--- src/rtl/freq_div_prog_if.sv ---
// Control, configuration and output bundle of the programmable clock divider.
interface freq_div_prog_if #(
    parameter int unsigned CNT_W   = 8,
    parameter int unsigned BURST_W = 8
);
    logic               start;
    logic               stop;
    logic               cfg_valid;
    logic               cfg_ready;
    logic [CNT_W-1:0]   cfg_div;
    logic               cfg_mode;
    logic [BURST_W-1:0] cfg_burst;
    logic               cfg_err;
    logic               clk_div;
    logic               tick;
    logic               busy;
    logic               done;

    modport master (
        output start, stop, cfg_valid, cfg_div, cfg_mode, cfg_burst,
        input  cfg_ready, cfg_err, clk_div, tick, busy, done
    );

    modport slave (
        input  start, stop, cfg_valid, cfg_div, cfg_mode, cfg_burst,
        output cfg_ready, cfg_err, clk_div, tick, busy, done
    );
endinterface

--- src/rtl/freq_div_prog.sv ---
// Programmable clock divider with continuous/burst modes, shadowed configuration
// applied on period boundaries, and graceful stop.
module freq_div_prog #(
    parameter int unsigned CNT_W     = 8,
    parameter int unsigned DEF_DIV   = 6,
    parameter int unsigned BURST_W   = 8,
    parameter int unsigned DEF_BURST = 4
) (
    input  logic           clk,
    input  logic           reset_n,
    freq_div_prog_if.slave bus
);
    localparam int unsigned BC_W = BURST_W + 1;

    typedef enum logic {
        ST_IDLE = 1'b0,
        ST_RUN  = 1'b1
    } state_e;

    typedef struct packed {
        logic [CNT_W-1:0]   div;
        logic               mode;
        logic [BURST_W-1:0] burst;
    } cfg_t;

    state_e             state_q, state_d;
    logic [CNT_W-1:0]   cnt_q, cnt_d;
    cfg_t               act_q, act_d;
    cfg_t               shd_q, shd_d;
    logic               pend_q, pend_d;
    logic               stop_pend_q, stop_pend_d;
    logic [BURST_W-1:0] burst_cnt_q, burst_cnt_d;
    logic               done_q, done_d;
    logic               cfg_err_q, cfg_err_d;

    logic               busy_c;
    logic               tick_c;
    logic               xfer_c;
    logic               cfg_bad_c;
    logic               burst_last_c;

    always_ff @(posedge clk) begin
        if (!reset_n) begin
            state_q     <= ST_IDLE;
            cnt_q       <= '0;
            act_q.div   <= CNT_W'(DEF_DIV);
            act_q.mode  <= 1'b0;
            act_q.burst <= BURST_W'(DEF_BURST);
            shd_q.div   <= CNT_W'(DEF_DIV);
            shd_q.mode  <= 1'b0;
            shd_q.burst <= BURST_W'(DEF_BURST);
            pend_q      <= 1'b0;
            stop_pend_q <= 1'b0;
            burst_cnt_q <= '0;
            done_q      <= 1'b0;
            cfg_err_q   <= 1'b0;
        end else begin
            state_q     <= state_d;
            cnt_q       <= cnt_d;
            act_q       <= act_d;
            shd_q       <= shd_d;
            pend_q      <= pend_d;
            stop_pend_q <= stop_pend_d;
            burst_cnt_q <= burst_cnt_d;
            done_q      <= done_d;
            cfg_err_q   <= cfg_err_d;
        end
    end

    // Decodes of registered state and the config handshake.
    always_comb begin
        busy_c       = (state_q == ST_RUN);
        tick_c       = busy_c && (cnt_q == (act_q.div - CNT_W'(1)));
        xfer_c       = bus.cfg_valid && !pend_q;
        cfg_bad_c    = (bus.cfg_div < CNT_W'(2)) ||
                       (bus.cfg_mode && (bus.cfg_burst == '0));
        burst_last_c = (({1'b0, burst_cnt_q} + BC_W'(1)) >= {1'b0, act_q.burst});
    end

    always_comb begin
        state_d     = state_q;
        cnt_d       = cnt_q;
        act_d       = act_q;
        shd_d       = shd_q;
        pend_d      = pend_q;
        stop_pend_d = stop_pend_q;
        burst_cnt_d = burst_cnt_q;
        done_d      = 1'b0;
        cfg_err_d   = 1'b0;

        // Shadow load; xfer implies no apply can clear pend in the same cycle.
        if (xfer_c) begin
            if (cfg_bad_c) begin
                cfg_err_d = 1'b1;
            end else begin
                shd_d.div   = bus.cfg_div;
                shd_d.mode  = bus.cfg_mode;
                shd_d.burst = bus.cfg_burst;
                pend_d      = 1'b1;
            end
        end

        unique case (state_q)
            ST_IDLE: begin
                cnt_d       = '0;
                stop_pend_d = 1'b0;
                if (pend_q) begin
                    act_d  = shd_q;
                    pend_d = 1'b0;
                end
                if (bus.start && !bus.stop) begin
                    state_d     = ST_RUN;
                    burst_cnt_d = '0;
                end
            end
            ST_RUN: begin
                stop_pend_d = stop_pend_q || bus.stop;
                if (tick_c) begin
                    // Wrap: the finishing period is judged on the old settings.
                    cnt_d = '0;
                    if (pend_q) begin
                        act_d  = shd_q;
                        pend_d = 1'b0;
                    end
                    if (act_q.mode) begin
                        burst_cnt_d = burst_cnt_q + BURST_W'(1);
                    end
                    if (act_q.mode && burst_last_c) begin
                        state_d     = ST_IDLE;
                        done_d      = 1'b1;
                        stop_pend_d = 1'b0;
                    end else if (stop_pend_q || bus.stop) begin
                        state_d     = ST_IDLE;
                        stop_pend_d = 1'b0;
                    end
                end else begin
                    cnt_d = cnt_q + CNT_W'(1);
                end
            end
            default: begin
                state_d = ST_IDLE;
            end
        endcase
    end

    assign bus.busy      = busy_c;
    assign bus.tick      = tick_c;
    assign bus.clk_div   = busy_c && (cnt_q >= (act_q.div >> 1));
    assign bus.cfg_ready = !pend_q;
    assign bus.done      = done_q;
    assign bus.cfg_err   = cfg_err_q;

endmodule

--- src/flat_wrapper.sv ---
// flat-port wrapper written by rule: the top's interface ports become plain ports
module freq_div_prog_flat 
#(
    parameter int unsigned CNT_W     = 8,
    parameter int unsigned DEF_DIV   = 6,
    parameter int unsigned BURST_W   = 8,
    parameter int unsigned DEF_BURST = 4
)
  (clk, reset_n, bus_start, bus_stop, bus_cfg_valid, bus_cfg_div, bus_cfg_mode, bus_cfg_burst, bus_cfg_ready, bus_cfg_err, bus_clk_div, bus_tick, bus_busy, bus_done);
  freq_div_prog_if #(.CNT_W(CNT_W), .BURST_W(BURST_W)) bus_i ();
  input  logic clk;
  input  logic reset_n;
  input wire logic [$bits(bus_i.start)-1:0] bus_start;
  input wire logic [$bits(bus_i.stop)-1:0] bus_stop;
  input wire logic [$bits(bus_i.cfg_valid)-1:0] bus_cfg_valid;
  input wire logic [$bits(bus_i.cfg_div)-1:0] bus_cfg_div;
  input wire logic [$bits(bus_i.cfg_mode)-1:0] bus_cfg_mode;
  input wire logic [$bits(bus_i.cfg_burst)-1:0] bus_cfg_burst;
  output wire logic [$bits(bus_i.cfg_ready)-1:0] bus_cfg_ready;
  output wire logic [$bits(bus_i.cfg_err)-1:0] bus_cfg_err;
  output wire logic [$bits(bus_i.clk_div)-1:0] bus_clk_div;
  output wire logic [$bits(bus_i.tick)-1:0] bus_tick;
  output wire logic [$bits(bus_i.busy)-1:0] bus_busy;
  output wire logic [$bits(bus_i.done)-1:0] bus_done;
  assign bus_i.start = bus_start;
  assign bus_i.stop = bus_stop;
  assign bus_i.cfg_valid = bus_cfg_valid;
  assign bus_i.cfg_div = bus_cfg_div;
  assign bus_i.cfg_mode = bus_cfg_mode;
  assign bus_i.cfg_burst = bus_cfg_burst;
  assign bus_cfg_ready = bus_i.cfg_ready;
  assign bus_cfg_err = bus_i.cfg_err;
  assign bus_clk_div = bus_i.clk_div;
  assign bus_tick = bus_i.tick;
  assign bus_busy = bus_i.busy;
  assign bus_done = bus_i.done;
  freq_div_prog #(.CNT_W(CNT_W), .DEF_DIV(DEF_DIV), .BURST_W(BURST_W), .DEF_BURST(DEF_BURST)) u_core (.clk(clk), .reset_n(reset_n), .bus(bus_i));
endmodule
--- config.mk ---
export PLATFORM = sky130hd
export DESIGN_NAME = freq_div_prog_flat
export DESIGN_NICKNAME = d
export VERILOG_FILES = /design/src/rtl/freq_div_prog_if.sv /design/src/rtl/freq_div_prog.sv /design/src/flat_wrapper.sv
export SDC_FILE = /design/constraint.sdc
export NUM_CORES = 1
export LEC_CHECK = 0
export CAP_MARGIN = 20
export CORE_MARGIN = 5
export CORE_UTILIZATION = 53
export CTS_BUF_LIST = sky130_fd_sc_hd__clkbuf_2
export DETAILED_ROUTE_END_ITERATION = 7
export PLACE_DENSITY = 0.8
export SKIP_CTS_REPAIR_TIMING = 1
export SYNTH_ARGS = -nofsm -noshare
export SYNTH_HDL_FRONTEND = slang
export SYNTH_SLANG_ARGS = --single-unit
--- constraint.sdc ---
create_clock -name clk -period 2.05 [get_ports clk]
set_clock_uncertainty 0.05 [all_clocks]
set_input_delay 0.3075 -clock clk [delete_from_list [all_inputs] [get_ports clk]]
set_output_delay 0.3075 -clock clk [all_outputs]
set_load 0.1 [all_outputs]
==> results of run 1 <==
[placed cells by master, fill, tap and decap left out, drive strengths merged]
master          n
a21boi          1
a21o            6
a21oi          12
a221oi          1
a31oi           2
and3            7
and3b           1
and4            1
buf            55
clkbuf          5
clkdlybuf4s50  21
clkinv          2
dfxtp          55
ha             18
inv            24
mux2i          20
nand2          30
nand2b          5
nand3          32
nand3b          1
nand4           7
nor2           32
nor2b           3
nor3            3
nor3b           1
nor4            1
o2111a          1
o211ai          3
o21ai          16
o22ai           1
o31ai           2
o41ai           1
or2             5
or3             1
or3b            2
or4             1
xnor2           8
xor2           12
[how the worst max path moves through the flow]
stage	slack (ps)	to	depth (start not counted)
after detailed placement	-310	u_core.shd_q[2]$_SDFFE_PN1P_	7
final	-680	bus_tick	9
after global routing	-790	bus_tick	9
after floorplan	-160	bus_tick	8
after CTS	-780	bus_clk_div	11
after global placement	-270	u_core.shd_q[2]$_SDFFE_PN1P_	7
[worst register-to-register path, cell delays in order (launching register included)]
cell and delay (ps):
dfxtp_4 440, inv_4 60, ha_4 120, nor3b_4 290, and3_1 200, o211ai_1 180
a31oi_4 200, buf_4 150, nand4_4 170, or3b_1 440, a21oi_2 130
[layer usage]
metal | routed length, um | up-vias | global-route usage (%)
li1 | - | 1271 | -
met1 | 3081 | 1197 | 22.89
met2 | 3272 | 57 | 27.04
met3 | 332 | 12 | 4.356
met4 | 114 | 0 | 4.903
met5 | 0 | - | 0
[logic make-up (layout without fill, tap and decap cells)]
| logic type | count (synthesis) | after routing | share of synthesized area [%] |
|---|---|---|---|
| buffers and inverters | 38 | 107 | 5.737 |
| DFF | 55 | 55 | 38.84 |
| and+or+nand+nor | 133 | 133 | 23.92 |
| AOI/OAI and AO/OA | 46 | 46 | 10.33 |
| xor gates and xnor gates | 20 | 20 | 6.178 |
| adders and majority gates | 18 | 18 | 7.944 |
| muxes | 20 | 20 | 7.061 |
[layout make-up]
type / count / area, um^2 / area share [%]
well taps: 70 / 87.58 / 2.264
clock buffers: 5 / 25.02 / 0.6468
clock inverters: 3 / 23.77 / 0.6145
multi-input cells: 237 / 1808 / 46.73
inverters: 23 / 88.84 / 2.296
flip-flops and latches: 55 / 1117 / 28.88
repair buffers: 76 / 718.2 / 18.56
[power groups by stage]
stage	sequential, mW	clock, mW	combinational (mW)
finish	1.15	0.463	0.368
global route	1.15	0.506	0.398
global placement	1.16	0	0.304
floorplan	1.17	0	0.177
CTS	1.14	0.470	0.314
detailed placement	1.16	0	0.312
[state kept, by name, summed over array words and instances, names as in the netlist]
signal,flops
u_core.bus.busy,1
u_core.cnt_q,8
u_core.stop_pend_q,1
u_core.bus.done,1
u_core.bus.cfg_err,1
u_core.act_q,17
u_core.shd_q,17
u_core.burst_cnt_q,8
u_core.pend_q,1
[stage by stage]
stage          power, mW  cells  utilization (%)
3_3_place_gp       1.466    448            67.38
3_5_place_dp       1.476    448            67.38
5_1_grt            2.056    469            75.27
6_report           1.976    469            75.27
2_1_floorplan      1.351    330                -
4_1_cts            1.928    456            68.33
==> metrics.txt, run 1 <==
clock sink total=55; grt ovf=0; Mapped Cells=330; Die Span X=83.14 um; count of cell types in the netlist=43; Total Wirelength=6.800 mm; kind of end point of the critical path=output port; hold wc startpoint=bus_cfg_div[0]; final hold viol count=0; R2R Path Start=u_core.act_q[10]$_SDFFE_PN1P_; sequential area share after synthesis=38.83%; Worst Hold Class=in2reg; CTS max path bufs=2; Final ANT Viol Nets=0; Layout Nets=438; Commonest cells post-synth=dfxtp_1 (55), nor2_1 (32), nand3_1 (31), nand2_1 (30), inv_1 (23); drt wl/cell=14.50 um; Max-slew headroom=71.02%; post-route setup slack=-681.4 ps; H-tree depth=2; Post-synth EDFFs=0; hold depth=3; RR Endpoint=u_core.burst_cnt_q[5]$_SDFFE_PN0P_; Worst-Margin Slew=434.2 ps; IO buf count=27; CP cell instances=inv_4 > ha_4 > nor3b_4 > and3_1 > o211ai_1 > a31oi_4 > nand2_2 > nor2_4 > buf_12; 1st-pass router iterations=4; setup violators final=39; DRC violations left=0; switching share of power=30.33%; post-synth top area cell=dfxtp_1; Clock Tree Root=clkbuf_2; CORE AREA=0.005140 mm^2; die area=0.006912 mm^2; setup_tns=-6728 ps; FP Rows=26; max-slew violations=0; Power per Cell Area=510.9 mW/mm^2; WHS Endpoint=u_core.shd_q[9]$_SDFFE_PN0P_; Placement Cell Area=0.003463 mm^2; VDD IR max=0.4276 mV; CTS buffer count=5; Post-Syn Area per Cell=8.592 um^2; post-synth top area share=38.83%; Ports=28; crit path from=u_core.act_q[10]$_SDFFE_PN1P_; largest net degree at the start of global routing=38; Synth Warn #=0; Starting Density=55.16%; Worst Path Max Fanout=4; combinational share of power=18.6%; synth top area cells=dfxtp_1 (39%), ha_1 (7.9%), mux2i_1 (7.1%); Tot GR Track Use=17.07%; Post-Synthesis Cell Area=0.002835 mm^2; clock share of power=23.4%; Critical Path Source Type=flop; RSZ-0062 raised after global routing=true; failing checks=setup timing; # diodes=0; CP delay by family, top=simple AND/OR/NAND/NOR gates; slowest library cell on the worst path=dfxtp_4; Worst Reg2Reg Path Length in Cells=10; Hold WS=353.4 ps; async set-or-reset flop fraction in the synthesized netlist=0%; layout cells sized above 1=29.82%; Leak=1.590 nW; top-count cell post-synth=dfxtp_1; Post-Layout Inst Area=0.003869 mm^2; RD Place Congestion=0.8247; Final period util=133.2%; Max-Cap Viols=0; post-DP HPWL=4.289 mm; status=finished with violations; f_max=0.3661 GHz; NetSw=0.5994 mW; pre-CTS setup slack=-310.7 ps; ys flop type=dfxtp_1; Worst R2R Setup Slack=-400 ps; CP required=1690 ps; global-route wire length before repair=10.03 mm; die height=83.14 um; routed vias=2537; Buf/Inv on CP=2; clk_lat worst skew=480 ps; via-per-instance ratio=5.409; vias in the first global route=2221; sequential power share=58.0%; initial antenna violation count=0; fillers=337; Worst path max stage delay=440 ps; Internal=1.377 mW; CTS tree=done; clock-pin slew on the worst setup and hold paths=270 ps; Iter 0 DRT Violations=132; min Tclk post-route=2731 ps; WS Path Type=reg2out; Area growth syn-to-layout=36.45%; Arr. time, crit path=2370 ps; syn nets=370; Yosys reg bits=55
(Power assumes the default switching activity.)
==> run 2: changes to the inputs <==
- CORE_ASPECT_RATIO: unset -> 0.6
==> metrics.txt, run 2 (same netlist as run 1, synthesis figures left out) <==
status=finished with violations; failing checks=setup timing; Clock Tree Root=clkbuf_2; Iter 0 DRT Violations=144 (+9.1%); Total Wirelength=7.499 mm (+10%); Worst R2R Setup Slack=-380 ps (+20 ps); Tot GR Track Use=18.63% (+1.6 points); Worst Hold Class=in2reg; Max-Cap Viols=0 (unchanged); routed vias=2567 (+1.2%); via-per-instance ratio=5.485 (+1.4%); post-DP HPWL=4.884 mm (+14%); RD Place Congestion=0.8914 (+8.1%); Arr. time, crit path=2360 ps (about the same); Ports=28 (unchanged); largest net degree at the start of global routing=36 (-5.3%); RSZ-0062 raised after global routing=true; clock-pin slew on the worst setup and hold paths=280 ps (about the same); clk_lat worst skew=450 ps (-30 ps); IO buf count=27 (unchanged); die area=0.006960 mm^2 (+0.70%); Die Span X=104.4 um (+26%); Worst Reg2Reg Path Length in Cells=11 (+1); commonest cells after routing, fill and taps aside=dfxtp_1 (45), buf_4 (40), nand2_1 (28), nor2_1 (27), clkdlybuf4s50_1 (21); min Tclk post-route=2715 ps (-16.85 ps); H-tree depth=2 (unchanged); vias in the first global route=2278 (+2.6%); hold depth=3 (unchanged); 1st-pass router iterations=4 (unchanged); Worst Path Max Fanout=4 (unchanged); max-slew violations=0 (unchanged); WHS Endpoint=u_core.shd_q[9]$_SDFFE_PN0P_; CTS buffer count=5 (unchanged); CORE AREA=0.005130 mm^2 (-0.19%); Final period util=132.4% (-0.82 points); DRC violations left=0 (unchanged); FP Rows=20 (-23%); CP delay by family, top=simple AND/OR/NAND/NOR gates; most common cell after layout, fill and taps aside=dfxtp_1; setup_tns=-8575 ps (-1847 ps); clock sink total=55 (unchanged); die height=66.66 um (-20%); WS Path Type=reg2out; layout cells sized above 1=32.42% (+2.6 points); Power per Cell Area=500.6 mW/mm^2 (-2.0%); CP cell instances=inv_4 > ha_4 > nor3b_4 > and3_1 > o211ai_1 > a31oi_4 > nand2_2 > nor2_4 > buf_12; Worst-Margin Slew=521.7 ps (+87.53 ps); RR Endpoint=u_core.burst_cnt_q[0]$_SDFFE_PN0P_; Hold WS=389.4 ps (+36.06 ps); Max-slew headroom=65.18% (-5.8 points); Worst path max stage delay=440 ps (about the same); kind of end point of the critical path=output port; Layout Nets=441 (+0.68%); hold wc startpoint=bus_cfg_div[0]; grt ovf=0 (unchanged); Leak=1.637 nW (+2.9%); Starting Density=55.27% (+0.11 points); R2R Path Start=u_core.act_q[9]$_SDFFE_PN0P_; CTS tree=done; Area growth syn-to-layout=40.25%; Critical Path Source Type=flop; setup violators final=39 (unchanged); largest registers=u_core.act_q x17, u_core.shd_q x17; global-route wire length before repair=10.58 mm (+5.5%); VDD IR max=0.3465 mV (-19%); multi-input logic area=0.001841 mm^2 (+1.8%); drt wl/cell=16.02 um (+11%); slowest library cell on the worst path=dfxtp_4; fillers=335 (-0.59%); f_max=0.3684 GHz (+0.62%); CP required=1690 ps (about the same); Buf/Inv on CP=2 (unchanged); final hold viol count=0 (unchanged); initial antenna violation count=0 (unchanged); FF/Latch Area=0.001121 mm^2 (+0.34%); CTS max path bufs=2 (unchanged); post-route setup slack=-664.5 ps (+16.85 ps); Final ANT Viol Nets=0 (unchanged)
## run 2: where the power goes
group	switching [mW]	leakage, nW	internal, mW
clock	0.357	0.0255	0.0820
combinational	0.208	1.16	0.193
sequential	0.0393	0.451	1.11
total	0.605	1.64	1.39
## run 2: worst max path at each step
stage                                  start                            end  slack, ps  depth (start not counted)
6_report        u_core.act_q[9]$_SDFFE_PN0P_                       bus_tick       -660                          9
5_1_grt         u_core.act_q[9]$_SDFFE_PN0P_                       bus_tick       -810                          9
4_1_cts           u_core.cnt_q[0]$_SDFF_PP0_                    bus_clk_div       -760                         11
3_5_place_dp                  bus_cfg_div[3]  u_core.shd_q[11]$_SDFFE_PN1P_       -390                          7
3_3_place_gp                  bus_cfg_div[2]  u_core.shd_q[10]$_SDFFE_PN1P_       -270                          7
2_1_floorplan  u_core.act_q[10]$_SDFFE_PN1P_                       bus_tick       -160                          8
## run 2: through the flow
| stage | instances | setup WS (ps) | power (mW) | util, % | area [um^2] |
|---|---|---|---|---|---|
| finish | 468 | -664.5 | 1.991 | 77.51 | 3976 |
| global placement | 447 | -270.6 | 1.478 | 68.34 | 3506 |
| global route | 467 | -812.3 | 2.088 | 77.46 | 3974 |
| detailed placement | 447 | -392.3 | 1.489 | 68.34 | 3506 |
| floorplan | 330 | -158.9 | 1.351 | - | 2877 |
| CTS | 454 | -761.4 | 1.912 | 69.15 | 3547 |
## run 2: per-layer routing
| metal | global-route usage (%) | wire length [um] | vias to the layer above | part of all wire, % |
|---|---|---|---|---|
| li1 | - | - | 1277 | - |
| met1 | 26.98 | 3631 | 1208 | 48 |
| met2 | 27.60 | 3449 | 76 | 46 |
| met3 | 4.647 | 373 | 6 | 5.0 |
| met4 | 4.523 | 45 | 0 | 0.60 |
| met5 | 0 | 0 | - | 0 |
## run 2: cell type report
type	instances	share of cell area (%)
Multi-Input combinational cell	237	46.29
Sequential cell	55	28.19
Timing Repair Buffer	79	20.04
Inverter	23	2.297
Tap cell	66	2.077
Clock buffer	5	0.6293
Clock inverter	2	0.4091
Antenna cell	1	0.06293
## run 2: tightest hold or removal path, delay by kind of cell
| kind | cells | cell delay, ps |
|---|---|---|
| buf+inv | 1 | 390 |
| simple gates | 1 | 50 |
| mux | 1 | 130 |
==> run 3: changes to the inputs <==
- CORE_ASPECT_RATIO: 0.6 -> 0.9
==> metrics.txt, run 3 (same netlist as run 1, synthesis figures left out) <==
kind of end point of the critical path=output port; CORE AREA=0.005224 mm^2 (+1.8%); Die Span X=87.10 um (-17%); RD Place Congestion=0.8133 (-8.8%); Internal=1.392 mW (+0.42%); final hold viol count=0 (unchanged); RSZ-0062 raised after global routing=true; Total Wirelength=6.811 mm (-9.2%); Tot GR Track Use=17.58% (-1.0 points); die height=79.39 um (+19%); Layout Nets=432 (-2.0%); Setup crit end=bus_clk_div; CP required=1690 ps (about the same); Starting Density=54.28% (-0.99 points); Leak=1.581 nW (-3.4%); CP cell instances=ha_4 > nand2b_4 > a21o_1 > a21o_1 > a21oi_2 > nor2b_1 > o21ai_1 > buf_4 > a21oi_4 > buf_12; clock-pin slew on the worst setup and hold paths=290 ps (about the same); Max-slew headroom=72.68% (+7.5 points); sequential power share=56.8% (-1.0 points); largest net degree at the start of global routing=37 (+2.8%); switching share of power=31.32% (+0.94 points); Arr. time, crit path=2300 ps (-60 ps); grt ovf=0 (unchanged); number of cells on the critical path=10 (+1); R2R Path Start=u_core.burst_cnt_q[0]$_SDFFE_PN0P_; Area growth syn-to-layout=35.44%; clock sink total=55 (unchanged); die area=0.006914 mm^2 (-0.67%); FF/Latch Area=0.001115 mm^2 (-0.56%); IO buf count=27 (unchanged); FP Rows=25 (+25%); via-per-instance ratio=5.467 (-0.32%); largest registers=u_core.act_q x17, u_core.shd_q x17; Worst Hold Class=in2reg; Clock Tree Root=clkbuf_2; Final period util=129.8% (-2.6 points); Worst R2R Setup Slack=-270 ps (+110 ps); Max-Cap Viols=0 (unchanged); VDD IR max=0.5273 mV (+52%); DRC violations left=0 (unchanged); Most common cell on crit path=a21o_1; NetSw=0.6346 mW (+4.9%); Worst-Margin Slew=409.3 ps (-112.4 ps); CTS max path bufs=2 (unchanged); setup violators final=36 (-7.7%); Buf/Inv on CP=2 (unchanged); hold depth=3 (unchanged); clock share of power=24.8% (+2.7 points); H-tree depth=2 (unchanged); slowest library cell on the worst path=dfxtp_4; CTS tree=done; most common cell after layout, fill and taps aside=dfxtp_1; layout cells sized above 1=30.03% (-2.4 points); post-DP HPWL=4.307 mm (-12%); status=finished with violations; drt wl/cell=14.81 um (-7.6%); routed vias=2515 (-2.0%); commonest cells after routing, fill and taps aside=dfxtp_1 (46), buf_4 (32), nand2_1 (28), nor2_1 (23), nand3_1 (22); clk_lat worst skew=490 ps (+40 ps); RR Endpoint=u_core.bus.busy$_SDFF_PN0_; vias in the first global route=2312 (+1.5%); Power per Cell Area=527.7 mW/mm^2 (+5.4%); post-route setup slack=-610.7 ps (+53.83 ps); # diodes=0 (-1); Final ANT Viol Nets=0 (unchanged); global-route wire length before repair=9.984 mm (-5.6%); min Tclk post-route=2661 ps (-53.83 ps); Worst path max stage delay=440 ps (about the same); max-slew violations=0 (unchanged); Hold WS=357.6 ps (-31.81 ps); 1st-pass router iterations=4 (unchanged); CTS buffer count=5 (unchanged); setup_tns=-4487 ps (+4089 ps); crit path from=u_core.act_q[10]$_SDFFE_PN1P_; Worst Path Max Fanout=4 (unchanged); CP delay by family, top=compound AO/OA/AOI/OAI gates; Worst Reg2Reg Path Length in Cells=9 (-2); Critical Path Source Type=flop; hold wc startpoint=bus_cfg_div[0]; initial antenna violation count=0 (unchanged); Iter 0 DRT Violations=133 (-7.6%); multi-input logic area=0.001824 mm^2 (-0.88%); fillers=349 (+4.2%); failing checks=setup timing; WS Path Type=reg2out; f_max=0.3758 GHz (+2.0%); Ports=28 (unchanged); combinational share of power=18.4% (-1.8 points)
run 3: metrics by stage:
step	std cells	utilization (%)	setup WS (ps)	power, mW	instance area [um^2]
after global routing	460	73.51	-784.5	2.124	3840
after floorplan	330	-	-158.9	1.351	2877
after CTS	456	67.54	-767.3	1.966	3528
final	460	73.51	-610.7	2.026	3840
after detailed placement	448	66.42	-346.2	1.472	3470
after global placement	448	66.42	-269.6	1.463	3470
run 3: layout make-up:
type,count,area share [%]
Sequential cell,55,29.03
Inverter,23,2.248
Timing Repair Buffer,70,17.50
Multi-Input combinational cell,237,47.51
Clock inverter,3,0.8798
Clock buffer,5,0.6517
Tap cell,67,2.183
run 3: power by group through the flow:
stage	combinational, mW	clock (mW)	sequential (mW)
floorplan	0.177	0	1.17
global placement	0.301	0	1.16
detailed placement	0.308	0	1.16
CTS	0.310	0.510	1.15
global route	0.404	0.562	1.16
finish	0.372	0.503	1.15
run 3: worst min-delay path by stage:
stage                                                to  slack [ps]
after floorplan           u_core.stop_pend_q$_SDFF_PN0_         370
after CTS                  u_core.shd_q[9]$_SDFFE_PN0P_         330
after detailed placement  u_core.stop_pend_q$_SDFF_PN0_         390
final                      u_core.shd_q[9]$_SDFFE_PN0P_         360
after global routing       u_core.shd_q[9]$_SDFFE_PN0P_         300
after global placement    u_core.stop_pend_q$_SDFF_PN0_         380
run 3: worst reg2reg max path: cells and delay by family, from the launching register on:
family / cells / cell delay (ps)
xor+xnor: 1 / 210
compound gates: 4 / 790
buf+inv: 1 / 120
fa+ha+maj: 2 / 450
simple gates: 1 / 210
flops: 1 / 440
run 3: routing by layer:
metal | vias to the layer above | share of wire (%) | GRT usage, %
li1 | 1257 | - | -
met1 | 1193 | 44 | 22.76
met2 | 53 | 50 | 29.36
met3 | 12 | 4.1 | 2.993
met4 | 0 | 2.1 | 6.288
met5 | - | 0 | 0
